<file path="src/rtl/ro_puf_seq_ctrl_pkg.sv">
// RO PUF sequencer: shared state encoding and constants.
// Default widths match the PUF mux select and edge counters.
package ro_puf_seq_ctrl_pkg;

  localparam int DEF_SEL_W    = 8;
  localparam int DEF_CNT_W    = 16;
  localparam int DRAIN_CYCLES = 2;

  typedef enum logic [2:0] {
    ST_IDLE,
    ST_CLEAR,
    ST_SETTLE,
    ST_COUNT,
    ST_DRAIN,
    ST_COMPARE,
    ST_DONE
  } state_t;

  function automatic int max3(
    input int a,
    input int b,
    input int c
  );
    int m;
    m = (a > b) ? a : b;
    return (m > c) ? m : c;
  endfunction

endpackage

</file>
<file path="src/rtl/ro_puf_seq_ctrl_if.sv">
// RO PUF sequencer request interface.
// Master issues start/seed; slave returns busy/done/response.
interface ro_puf_seq_ctrl_if
  import ro_puf_seq_ctrl_pkg::*;
#(
  parameter int SEL_W     = DEF_SEL_W,
  parameter int RESP_BITS = 8
) ();

  logic                 start;
  logic [SEL_W-1:0]     chall_seed;
  logic                 busy;
  logic                 done;
  logic [RESP_BITS-1:0] response;
  logic                 tie;

  modport master (
    output start,
    output chall_seed,
    input  busy,
    input  done,
    input  response,
    input  tie
  );

  modport slave (
    input  start,
    input  chall_seed,
    output busy,
    output done,
    output response,
    output tie
  );

endinterface

</file>
<file path="src/rtl/ro_puf_seq_ctrl_phase_timer.sv">
// Loadable phase down-counter for the RO PUF sequencer.
// expire is high during the last cycle of a loaded phase.
module ro_puf_phase_timer #(
  parameter int W = 4
) (
  input  logic         clk,
  input  logic         rst,
  input  logic         load,
  input  logic [W-1:0] load_val,
  output logic         expire
);

  logic [W-1:0] cnt;

  always_ff @(posedge clk) begin
    if (rst) begin
      cnt <= '0;
    end else if (load) begin
      cnt <= load_val;
    end else if (cnt != '0) begin
      cnt <= cnt - W'(1);
    end
  end

  assign expire = (cnt == W'(1));

endmodule

</file>
<file path="src/rtl/ro_puf_seq_ctrl.sv">
// RO PUF sequencer: per-bit clear/settle/count/drain/compare.
// Sole owner of roen, counter clear/enable and challenge selects.
module ro_puf_seq_ctrl
  import ro_puf_seq_ctrl_pkg::*;
#(
  parameter int SEL_W     = DEF_SEL_W,
  parameter int CNT_W     = DEF_CNT_W,
  parameter int RESP_BITS = 8,
  parameter int SETTLE    = 16,
  parameter int WINDOW    = 1024
) (
  input  logic             clk,
  input  logic             rst,
  ro_puf_seq_ctrl_if.slave bus,
  input  logic [CNT_W-1:0] count0,
  input  logic [CNT_W-1:0] count1,
  output logic             roen,
  output logic             cnt_clr,
  output logic             cnt_en,
  output logic [SEL_W-1:0] chall0,
  output logic [SEL_W-1:0] chall1
);

  localparam int TMAX = max3(SETTLE, WINDOW, DRAIN_CYCLES);
  localparam int TW   = $clog2(TMAX + 1);
  localparam logic [SEL_W-1:0] LAST = SEL_W'(RESP_BITS - 1);

  state_t               state;
  state_t               state_nx;
  logic                 tmr_load;
  logic [TW-1:0]        tmr_val;
  logic                 tmr_exp;
  logic [SEL_W-1:0]     idx;
  logic [SEL_W-1:0]     chall_q;
  logic [RESP_BITS-1:0] resp_q;
  logic                 tie_q;
  logic                 busy_c;
  logic                 done_c;
  logic                 last;

  assign last = (idx == LAST);

  ro_puf_phase_timer #(
    .W(TW)
  ) u_timer (
    .clk     (clk),
    .rst     (rst),
    .load    (tmr_load),
    .load_val(tmr_val),
    .expire  (tmr_exp)
  );

  always_ff @(posedge clk) begin
    if (rst) state <= ST_IDLE;
    else     state <= state_nx;
  end

  // Timer is loaded on the edge that enters each timed phase.
  always_comb begin
    state_nx = state;
    tmr_load = 1'b0;
    tmr_val  = '0;
    unique case (state)
      ST_IDLE: begin
        if (bus.start) state_nx = ST_CLEAR;
      end
      ST_CLEAR: begin
        state_nx = ST_SETTLE;
        tmr_load = 1'b1;
        tmr_val  = TW'(SETTLE);
      end
      ST_SETTLE: begin
        if (tmr_exp) begin
          state_nx = ST_COUNT;
          tmr_load = 1'b1;
          tmr_val  = TW'(WINDOW);
        end
      end
      ST_COUNT: begin
        if (tmr_exp) begin
          state_nx = ST_DRAIN;
          tmr_load = 1'b1;
          tmr_val  = TW'(DRAIN_CYCLES);
        end
      end
      ST_DRAIN: begin
        if (tmr_exp) state_nx = ST_COMPARE;
      end
      ST_COMPARE: begin
        state_nx = last ? ST_DONE : ST_CLEAR;
      end
      ST_DONE: begin
        state_nx = ST_IDLE;
      end
      default: begin
        state_nx = ST_IDLE;
      end
    endcase
  end

  always_comb begin
    roen    = 1'b0;
    cnt_clr = 1'b0;
    cnt_en  = 1'b0;
    busy_c  = 1'b0;
    done_c  = 1'b0;
    unique case (1'b1)
      state == ST_CLEAR: begin
        roen    = 1'b1;
        cnt_clr = 1'b1;
        busy_c  = 1'b1;
      end
      state == ST_SETTLE,
      state == ST_DRAIN,
      state == ST_COMPARE: begin
        roen   = 1'b1;
        busy_c = 1'b1;
      end
      state == ST_COUNT: begin
        roen   = 1'b1;
        cnt_en = 1'b1;
        busy_c = 1'b1;
      end
      state == ST_DONE: begin
        done_c = 1'b1;
      end
      default: begin
      end
    endcase
  end

  always_ff @(posedge clk) begin
    if (rst) begin
      idx     <= '0;
      chall_q <= '0;
      resp_q  <= '0;
      tie_q   <= 1'b0;
    end else begin
      if (state == ST_IDLE && bus.start) begin
        idx     <= '0;
        chall_q <= bus.chall_seed;
        resp_q  <= '0;
        tie_q   <= 1'b0;
      end
      if (state == ST_COMPARE) begin
        for (int i = 0; i < RESP_BITS; i++) begin
          if (idx == SEL_W'(i)) resp_q[i] <= (count0 > count1);
        end
        if (count0 == count1) tie_q <= 1'b1;
        // Select wraps modulo 2**SEL_W by natural overflow.
        if (!last) begin
          idx     <= idx + SEL_W'(1);
          chall_q <= chall_q + SEL_W'(1);
        end
      end
    end
  end

  assign chall0       = chall_q;
  assign chall1       = chall_q;
  assign bus.busy     = busy_c;
  assign bus.done     = done_c;
  assign bus.response = resp_q;
  assign bus.tie      = tie_q;

endmodule

</file>
<file path="src/flat_wrapper.sv">
// flat-port wrapper written by rule: the top's interface ports become plain ports
module ro_puf_seq_ctrl_flat import ro_puf_seq_ctrl_pkg::*;
#(
  parameter int SEL_W     = DEF_SEL_W,
  parameter int CNT_W     = DEF_CNT_W,
  parameter int RESP_BITS = 8,
  parameter int SETTLE    = 16,
  parameter int WINDOW    = 1024
)
  (clk, rst, count0, count1, roen, cnt_clr, cnt_en, chall0, chall1, bus_start, bus_chall_seed, bus_busy, bus_done, bus_response, bus_tie);
  ro_puf_seq_ctrl_if #(.SEL_W(SEL_W), .RESP_BITS(RESP_BITS)) bus_i ();
  input  logic clk;
  input  logic rst;
  input  logic [CNT_W-1:0] count0;
  input  logic [CNT_W-1:0] count1;
  output logic roen;
  output logic cnt_clr;
  output logic cnt_en;
  output logic [SEL_W-1:0] chall0;
  output logic [SEL_W-1:0] chall1;
  input wire logic [$bits(bus_i.start)-1:0] bus_start;
  input wire logic [$bits(bus_i.chall_seed)-1:0] bus_chall_seed;
  output wire logic [$bits(bus_i.busy)-1:0] bus_busy;
  output wire logic [$bits(bus_i.done)-1:0] bus_done;
  output wire logic [$bits(bus_i.response)-1:0] bus_response;
  output wire logic [$bits(bus_i.tie)-1:0] bus_tie;
  assign bus_i.start = bus_start;
  assign bus_i.chall_seed = bus_chall_seed;
  assign bus_busy = bus_i.busy;
  assign bus_done = bus_i.done;
  assign bus_response = bus_i.response;
  assign bus_tie = bus_i.tie;
  ro_puf_seq_ctrl #(.SEL_W(SEL_W), .CNT_W(CNT_W), .RESP_BITS(RESP_BITS), .SETTLE(SETTLE), .WINDOW(WINDOW)) u_core (.clk(clk), .rst(rst), .bus(bus_i), .count0(count0), .count1(count1), .roen(roen), .cnt_clr(cnt_clr), .cnt_en(cnt_en), .chall0(chall0), .chall1(chall1));
endmodule
</file>
<file path="config.mk">
export PLATFORM = sky130hd
export DESIGN_NAME = ro_puf_seq_ctrl_flat
export DESIGN_NICKNAME = d
export VERILOG_FILES = /design/src/rtl/ro_puf_seq_ctrl_pkg.sv /design/src/rtl/ro_puf_seq_ctrl_if.sv /design/src/rtl/ro_puf_seq_ctrl_phase_timer.sv /design/src/rtl/ro_puf_seq_ctrl.sv /design/src/flat_wrapper.sv
export SDC_FILE = /design/constraint.sdc
export NUM_CORES = 1
export LEC_CHECK = 0
export CORE_MARGIN = 2
export CORE_UTILIZATION = 45
export CTS_BUF_LIST = sky130_fd_sc_hd__clkbuf_8
export DETAILED_ROUTE_END_ITERATION = 6
export PLACE_DENSITY = 0.79
export SLEW_MARGIN = 30
export SYNTH_ARGS = -nofsm -noshare
export SYNTH_HDL_FRONTEND = slang
export SYNTH_SLANG_ARGS = --single-unit
</file>
<file path="constraint.sdc">
create_clock -name clk -period 1.65 [get_ports clk]
set_input_delay 0.33 -clock clk [delete_from_list [all_inputs] [get_ports clk]]
set_output_delay 0.33 -clock clk [all_outputs]
set_load 0.01 [all_outputs]
</file>
==> impl_results.md, run 1 <==
* Status: finished with violations
* Failing checks: negative setup slack
* Syn nets at around 380
* Area leader, netlist: dfxtp_1
* Hold Fails Final Rpt at 0
* Final setup margin at -0.0714 ns
* Crit-path slowest cell: o41ai_4
* Worst Path Max Fanout at 8
* Row count at 27
* Setup crit end kind: flip-flop
* Slew headroom at between 70% and 80%
* Syn. warnings at 0
* CTS Buffer Depth at 2
* R2R setup slack at -0.05 ns
* RSZ-0062 raised after global routing: yes
* Slew @ Worst Pin at between 0.4 and 0.5 ns
* Largest net degree at the start of global routing at 20
* CTS buffer count at 5
* VDD IR-drop max at around 1.1 mV
* HPWL after DPL at 5050 µm
* Number of synthesized flops with an enable pin at 0
* Vias per cell at about 5.7
* Total gr overflow at 0
* Cells after DPL at approximately 470
* Clock-pin slew on the worst setup and hold paths at 0.07 ns
* CP startpoint kind: input port
* Overall die width at 78.9 µm
* Sinks on Clock Net at 39
* Synth Register Bits at 39
* Clk_skew at approximately 0.0075 ns
* Async SR Flop Fraction at 0%
* Setup violations, final at 8
* Largest cells by area after synthesis: dfxtp_1 31%, ha_1 12%, nand3_1 4.8%
* Required time worst endpoint at around 1.8 ns
* Clk_lat worst skew at 0.30 ns
* Worst path max stage delay at 0.37 ns
* Final Max Slew Viols at 0
* Die height at approximately 79 µm
* CTS Root Cell: clkbuf_8
* Syn_area_per_cell at 8.11 µm²
* Yosys top cell area share at 30.9%
* Syn-to-layout area delta at 65.4%
* Die area at 6220 µm²
* Cells along the critical path: buf_6, inv_4, ha_4, nor2b_4, o211ai_1, a211oi_4, o41ai_4, buf_6, o21ai_1
* Top cells by count, synth: 39 x dfxtp_1, 30 x nor2_1, 26 x inv_1, 24 x ha_1, 24 x nand3_1
* Crit path top cell by count: buf_6
* Max_cap viols at 0
* HP Class: reg2reg
* Period Utilization, post-route at 104%
* First-pass GRT wire length at around 12000 µm
* Top_reg_cell synth: dfxtp_1
* Io pins at between 70 and 80
* Initial Utilization at a little under half
* Seq/Total Area, Yosys at a little under a third
* Max Clk Rate at between 500 and 600 MHz
* Fin nets at approximately 490
* Core Util, Final at around 76%
* GR Util All Layers at a little under a quarter
* CTS HTree Levels at 2
* Post-Syn Area at approximately 2500 µm²
* Post-route DRC at 0
* Mapped Cells at 311
* Pre-CTS setup slack at -0.658 ns
* Drt first pass iters at 4
* Critical path class: in2reg
* CTS tree: yes
* Ant. Diodes at 0
* Non-Filler Instances at 493
* CP Data Arrival Time at around 1.9 ns
* Vias in the first global route at 2673
* Port bufs at between 70 and 80
* Global placement routability congestion at ~0.83
* Via Count at ~2800
* Share of post-route cells with drive strength above 1 at 37.8%
* Min Tclk post-route at ~1.7 ns
* Pleak at between 0.0015 and 0.002 µW
* Pwr dens at 914 nW/µm²
* CTS Hold Bufs at 0
* Yosys cell types at 55
* Initial antenna violation count at 0
* Final ANT Viol Nets at 0
* Count leader, synth: dfxtp_1
* Drt total wl at between 8000 and 9000 µm
* Core area at between 5000 and 6000 µm²
* Drt first-iter violations at 180
* Avg WL per Cell at 17.1 µm
[flip-flops by register name, summed over array words and instances, names as in the netlist]
name and cells:
u_core.chall0 8, u_core.idx 8, u_core.bus.response 8, u_core.u_timer.cnt 11, u_core.bus.tie 1, u_core.state 3
[layout make-up]
cell class / count / area, µm²
repair buffers: 124 / 1100
clock buffers: 5 / 68.8
fillers: 347 / 1300
well taps: 72 / 90.1
multi-input cells: 226 / 2000
flip-flops and latches: 39 / 808
clock inverters: 1 / 3.75
inverters: 26 / 100
[per-layer routing]
| metal | GRT usage, % | wire length [µm] | vias up |
|---|---|---|---|
| li1 | - | - | 1341 |
| met1 | 27.2 | 3300 | 1343 |
| met2 | 42.7 | 4510 | 93 |
| met3 | 4.20 | 435 | 20 |
| met4 | 10.3 | 183 | 0 |
| met5 | 0 | 0 | - |
[kinds of logic after synthesis]
group,after synthesis,share of synthesized area (%)
compound gates,66,16.9
xor+xnor,11,3.82
fa+ha+maj,24,11.9
buf+inv,48,8.97
flops,39,30.9
mux,1,0.397
simple gates,122,27.1
[per-stage QoR]
stage / setup TNS [ns] / area (µm²) / total power, µW / hold WS [ns]
2_1_floorplan: -0.0108 / 2550 / 2130 / 0.463
3_3_place_gp: -5.73 / 3540 / 2680 / 0.456
3_5_place_dp: -6.69 / 3540 / 2730 / 0.464
4_1_cts: -0.0553 / 3870 / 3450 / 0.461
5_1_grt: -1.23 / 4180 / 4040 / 0.500
6_report: -0.363 / 4180 / 3820 / 0.486
[path summary, 6_finish.rpt]
kind	from	endpoint	cells past startpoint
worst min-delay path	u_core.bus.response[6]	u_core.bus.response[6]	2
worst max-delay path	count1[1]	u_core.bus.response[5]	9
worst min register to register	u_core.bus.response[6]	u_core.bus.response[6]	2
worst max register to register	u_core.idx[6]	u_core.bus.response[7]	4
[report_power, final]
group	internal (µW)	leakage [µW]	switching, µW	total (µW)
Clock	276	0.0000413	327	602
Sequential	1080	0.000324	185	1270
Combinational	1030	0.00140	918	1940
[cells in the final DEF (no fill, tap or decap), types with 6 or more instances in the layout]
cell type / instances
o21ai_2: 13
nor2_1: 27
xor2_1: 8
inv_2: 13
nand3_1: 22
clkdlybuf4s50_1: 33
buf_4: 50
dfxtp_2: 10
nand2_1: 14
inv_1: 13
a21oi_1: 14
and3_1: 8
clkdlybuf4s15_1: 11
ha_1: 9
a21oi_2: 6
dlygate4sd2_1: 17
ha_4: 14
dfxtp_1: 25
nand4_1: 7
[timing repair]
action / in CTS / in global routing
endpoints found under the setup margin: 28 / 39
buffers inserted: 7 / 5
pin swaps: 16 / 32
resized for setup: 89 / 90
endpoints found under the hold margin: 0 / 0
gates cloned: 0 / 3
[worst max-delay path: cells and delay by family]
family | cells | cell delay, ns
AO/OA/AOI/OAI | 4 | 0.93
adder cells (fa/ha/maj) | 1 | 0.19
buffers and inverters | 3 | 0.36
AND/OR/NAND/NOR | 1 | 0.12
Power figures use the tool's default switching activity.
==> run 2: changes to the inputs <==
--- a/config.mk
+++ b/config.mk
@@ -6,10 +6,12 @@
 export NUM_CORES = 1
 export LEC_CHECK = 0
 export CORE_MARGIN = 2
-export CORE_UTILIZATION = 45
-export CTS_BUF_LIST = sky130_fd_sc_hd__clkbuf_8
+export CORE_UTILIZATION = 43
+export CTS_BUF_LIST = sky130_fd_sc_hd__clkbuf_16
+export CTS_CLUSTER_DIAMETER = 80
 export DETAILED_ROUTE_END_ITERATION = 6
-export PLACE_DENSITY = 0.79
+export GPL_TIMING_DRIVEN = 0
+export PLACE_DENSITY = 0.76
 export SLEW_MARGIN = 30
 export SYNTH_ARGS = -nofsm -noshare
 export SYNTH_HDL_FRONTEND = slang
==> run 2 against run 1 <==
Net effect: the flow still finishes with violations (negative setup slack); total power is 0.92% higher; clock power rose by 51%; fmax shrank 4.2%; clock skew shrank 0.0049 ns; sequential share of layout area increased by 0.56 points; count of clock-buffer cells in the layout did not move; flip-flop and latch count did not move; highest routed layer unchanged.
==> impl_results.md, run 2 (same netlist as run 1, synthesis figures left out) <==
* Initial antenna violation count at 0
* Clk_skew at approximately 0.0027 ns
* Critical path class: reg2reg
* HPWL after DPL at between 4000 and 5000 µm
* Io pins at 73
* Post-route DRC at 0
* Setup crit end kind: flip-flop
* Required time worst endpoint at about 1.8 ns
* Via Count at approximately 2700
* CTS Root Cell: clkbuf_16
* CP bufs+invs at 1
* Slew @ Worst Pin at roughly 0.56 ns
* First-pass GRT wire length at 11000 µm
* Worst Path Max Fanout at 4
* Syn-to-layout area delta at 63.6%
* Fin Hold WS at approximately 0.47 ns
* Drt first-iter violations at roughly 150
* Initial Utilization at 45.3%
* GR met2 Demand/Resource at between 30% and 40%
* Max FFs per register at 11
* Drt total wl at 8120 µm
* Most flops, register: u_core.u_timer.cnt
* Pleak at ~0.0019 µW
* Drt first pass iters at 4
* Critical path launch point: u_core.idx[4]
* Cells after DPL at ~450
* CTS buffer count at 5
* Clk_lat worst skew at roughly 0.28 ns
* Core area at about 5600 µm²
* R2R setup slack at -0.15 ns
* Cells along the critical path: or4_4, o21a_1, buf_2, a32oi_1, a21oi_1
* Delay-heaviest family, CP: compound AO/OA/AOI/OAI gates
* Fin nets at ~470
* Worst path max stage delay at around 0.55 ns
* Met3 Use GR at 3.93%
* Final Max Slew Viols at 0
* Sinks on Clock Net at 39
* Total gr overflow at 0
* Commonest non-fill, non-tap cell in the layout: clkdlybuf4s50_1
* Overall die width at slightly above 80 µm
* Vias per cell at around 5.6
* GR peak layer: met2
* Hold Crit Endpoint: u_core.bus.response[5]
* Setup violations, final at 24
* RSZ-0062 raised after global routing: yes
* Slew headroom at between 60% and 70%
* CTS HTree Levels at 2
* Min Tclk post-route at between 1.5 and 2 ns
* Reg2Reg Depth at 5
* Final setup margin at -0.147 ns
* Status: finished with violations
* Port bufs at just over 70
* Most frequent cells in the layout: 33 x clkdlybuf4s50_1, 31 x dlymetal6s2s_1, 27 x nor2_1, 27 x buf_4, 22 x nand3_1
* Die area at 6500 µm²
* Failing checks: negative setup slack
* Period Utilization, post-route at 109%
* Clock-pin slew on the worst setup and hold paths at approximately 0.06 ns
* CTS Buffer Depth at 2
* CP startpoint kind: flip-flop
* Die height at 80.6 µm
* Met1 Resource Use GR at 25.9%
* CP Data Arrival Time at ~1.9 ns
* Final ANT Viol Nets at 0
* CTS tree: yes
* Hold Path Stages at 2
* TNS Setup at -1.27 ns
* Max Clk Rate at roughly 560 MHz
* Vias in the first global route at roughly 2500
* Largest net degree at the start of global routing at 12
* Max_cap viols at 0
* Avg WL per Cell at 17.0 µm
* Ant. Diodes at 0
* Worst reg2reg path endpoint: u_core.chall0[5]
* Reg-to-reg critical path startpoint: u_core.idx[4]
* Hold Fails Final Rpt at 0
* HP Class: reg2reg
* Pwr dens at 933 nW/µm²
* Global placement routability congestion at approximately 0.80
* Hold Startpoint: u_core.bus.response[5]
* Crit-path slowest cell: or4_4
* Row count at 27
* GR Util All Layers at a little over a fifth
* Share of post-route cells with drive strength above 1 at around a third
* Non-Filler Instances at about 480
* VDD IR-drop max at around 1.1 mV
* Tot Pwr at 3850 µW
run 2: cell count changes in the layout (fill, tap and decap cells not counted), moves of 3 or more:
cell and delta:
o21ai_1 +3, dlymetal6s2s_1 +26, dfxtp_1 -5, o21ai_2 -4, clkdlybuf4s15_1 -11, dlygate4sd2_1 -16, clkbuf_16 +5, buf_4 -23
dfxtp_4 +3, clkbuf_8 -5
run 2: cell type report:
cell class	instances	area (µm²)
inverters	26	97.6
multi-input cells	224	1920
repair buffers	91	915
clock inverters	2	8.76
well taps	72	90.1
plain buffers	18	148
flip-flops and latches	39	822
fillers	373	1450
clock buffers	5	125
run 2: stage by stage:
| step | setup WS (ns) | util, % | cell area (µm²) |
|---|---|---|---|
| floorplan | -0.0108 | - | 2550 |
| global placement | -0.623 | 60.0 | 3350 |
| detailed placement | -0.658 | 60.0 | 3350 |
| CTS | -0.332 | 67.5 | 3760 |
| global route | -0.226 | 74.1 | 4130 |
| finish | -0.147 | 74.1 | 4130 |
run 2: repair_timing:
action,4_1_cts,5_1_grt
gates cloned,2,0
resized for setup,60,104
buffers inserted,5,13
hold buffers,0,0
setup endpoints to repair,43,44
pin swaps,24,27
run 2: how the worst max path moves through the flow:
stage,cells after the start,end,slack (ns)
after floorplan,7,u_core.bus.response[7],-0.01
after global placement,8,u_core.bus.response[4],-0.62
after detailed placement,8,u_core.bus.response[4],-0.66
after CTS,8,u_core.bus.response[3],-0.33
after global routing,6,u_core.bus.response[2],-0.23
final,5,u_core.chall0[5],-0.15
run 2: where the power goes:
part	internal [µW]	switching, µW
logic	860	810
clock network	543	364
registers	1080	193
run 2: metal layers:
layer	wire, µm	up-vias
li1	-	1301
met1	3150	1278
met2	4430	91
met3	405	15
met4	131	0
met5	0	-
run 2: worst reg2reg max path: stages, from the launching register on:
cell and delay, ns:
dfxtp_4 0.36, or4_4 0.55, o21a_1 0.23, buf_2 0.16, a32oi_1 0.24, a21oi_1 0.12
==> run 3: changes to the inputs <==
--- a/config.mk
+++ b/config.mk
@@ -12,6 +12,7 @@
 export DETAILED_ROUTE_END_ITERATION = 6
 export GPL_TIMING_DRIVEN = 0
 export PLACE_DENSITY = 0.76
+export SKIP_CTS_REPAIR_TIMING = 1
 export SLEW_MARGIN = 30
 export SYNTH_ARGS = -nofsm -noshare
 export SYNTH_HDL_FRONTEND = slang
==> run 3 against run 2 <==
Net effect: the flow still finishes with violations (negative setup slack); setup slack worse by 0.0046 ns; routed wire length up 1.9%; sequential share of layout area up 0.055 points; non-clock buffer count up 3; largest power group unchanged; clock skew down 0.00051 ns; final area up 1.1%; fmax down 0.26%; utilization up 0.81 points; clock power down 2.4%; total power up 4.4%; combinational power up 10%.
==> impl_results.md, run 3 (same netlist as run 1, synthesis figures left out) <==
* HP Class: reg2reg
* Io pins at 73
* Period Utilization, post-route at 109%
* First-pass GRT wire length at slightly above 10000 µm
* Die area at between 6000 and 7000 µm²
* Drt first pass iters at 4
* Max_cap viols at 0
* Hold Startpoint: u_core.bus.response[5]
* Final ANT Viol Nets at 0
* Core area at roughly 5600 µm²
* R2R setup slack at -0.15 ns
* Core Util, Final at 74.9%
* Drt first-iter violations at about 130
* Most frequent cells in the layout: 33 x clkdlybuf4s50_1, 30 x dlymetal6s2s_1, 29 x buf_4
* Comb power frac at a little under half
* Hold Crit Endpoint: u_core.bus.response[5]
* Non-Filler Instances at 480
* Drt total wl at around 8300 µm
* HPWL after DPL at ~4600 µm
* Final Max Slew Viols at 0
* CTS buffer count at 5
* Fin nets at 475
* Tot Pwr at ~4000 µW
* Initial antenna violation count at 0
* Die height at roughly 81 µm
* Reg2Reg Depth at 6
* Hold Path Stages at 2
* Sw Ratio at a little over a third
* Avg WL per Cell at 17.2 µm
* Hold Fails Final Rpt at 0
* Filler instances at 370
* VDD IR-drop max at roughly 1.2 mV
* Overall die width at 80.6 µm
* Final setup margin at -0.151 ns
* Syn-to-layout area delta at 65.3%
* Cells after DPL at between 400 and 500
* CP Data Arrival Time at slightly below 2 ns
* P_sw at approximately 1400 µW
* CTS Buffer Depth at 2
* Global placement routability congestion at roughly 0.8
* CTS HTree Levels at 2
* Clock-pin slew on the worst setup and hold paths at about 0.06 ns
* Status: finished with violations
* Pleak at around 0.0019 µW
* Slew headroom at 63.2%
* Vias per cell at 5.65
* Reg-to-reg critical path startpoint: u_core.idx[7]
* Largest net degree at the start of global routing at 12
* CTS Root Cell: clkbuf_16
* Required time worst endpoint at between 1.5 and 2 ns
* Worst Path Max Fanout at 5
* GR Util All Layers at around a fifth
* Most flops, register: u_core.u_timer.cnt
* Max Clk Rate at roughly 560 MHz
* Min Tclk post-route at about 1.8 ns
* Commonest non-fill, non-tap cell in the layout: clkdlybuf4s50_1
* Clk_skew at about 0.0022 ns
* Clock Power Share at a little over a fifth
* P_int at about 2600 µW
* Slew @ Worst Pin at about 0.55 ns
* Register share of total power at ~32%
* TNS Setup at -1.31 ns
* Setup crit end kind: flip-flop
* Via Count at approximately 2700
* Failing checks: negative setup slack
* Initial Utilization at about 45%
* Worst reg2reg path endpoint: u_core.idx[3]
* Pwr dens at between 900 and 1000 nW/µm²
* Row count at 27
* Post-route DRC at 0
* Share of post-route cells with drive strength above 1 at a little over a third
* Port bufs at 71
* Sinks on Clock Net at 39
* Clk_lat worst skew at 0.27 ns
* RSZ-0062 raised after global routing: yes
* Max FFs per register at 11
* Vias in the first global route at ~2400
* Ant. Diodes at 0
* Total gr overflow at 0
* CP startpoint kind: flip-flop
* CTS tree: yes
* Critical path class: reg2reg
* Setup violations, final at 18
## run 3: cell types whose count changed in the layout (fill, tap and decap cells not counted), sizes merged
cell and delta:
buf +3, clkbuf +2, dlygate4sd2 -1, dlymetal6s2s -1
## run 3: layout make-up
type                    instances  area, µm²  share of cell area, %
inverters                      26       97.6                   2.34
repair buffers                 94        936                   22.4
plain buffers                  18        143                   3.42
flip-flops and latches         39        833                   20.0
clock buffers                   5        125                   3.00
well taps                      72       90.1                   2.16
clock inverters                 2       8.76                  0.210
multi-input cells             224       1940                   46.5
## run 3: worst max-delay path: stages, from the launching register on
cell and delay (ns):
dfxtp_4 0.34, or4_4 0.57, o21a_1 0.23, buf_6 0.15
nand2_1 0.08, mux2i_1 0.22, nor2_1 0.07
## run 3: metrics by stage
step	setup WS, ns	instance area, µm²	hold slack [ns]
2_1_floorplan	-0.0108	2550	0.463
3_3_place_gp	-0.623	3350	0.453
3_5_place_dp	-0.658	3350	0.465
4_1_cts	-0.651	3480	0.480
5_1_grt	-0.205	4170	0.505
6_report	-0.151	4170	0.476
## run 3: power by group through the flow
stage / Clock [µW] / Sequential (µW) / Combinational, µW
2_1_floorplan: 0 / 1200 / 926
3_3_place_gp: 0 / 1220 / 1270
3_5_place_dp: 0 / 1230 / 1300
4_1_cts: 907 / 1210 / 1310
5_1_grt: 948 / 1310 / 2000
6_report: 886 / 1290 / 1840
## run 3: worst max path at each step
stage | from | endpoint | cells after the start
4_1_cts | u_core.state[1] | roen | 5
5_1_grt | u_core.idx[7] | u_core.idx[3] | 6
6_report | u_core.idx[7] | u_core.idx[3] | 6
3_5_place_dp | count1[11] | u_core.bus.response[4] | 8
2_1_floorplan | count1[15] | u_core.bus.response[7] | 7
3_3_place_gp | count1[15] | u_core.bus.response[4] | 8
## run 3: metal layers
layer | global-route usage, % | share of wire, %
met3 | 3.60 | 3.9
met2 | 32.8 | 56
met4 | 4.92 | 1.5
met5 | 0 | 0
met1 | 24.5 | 39
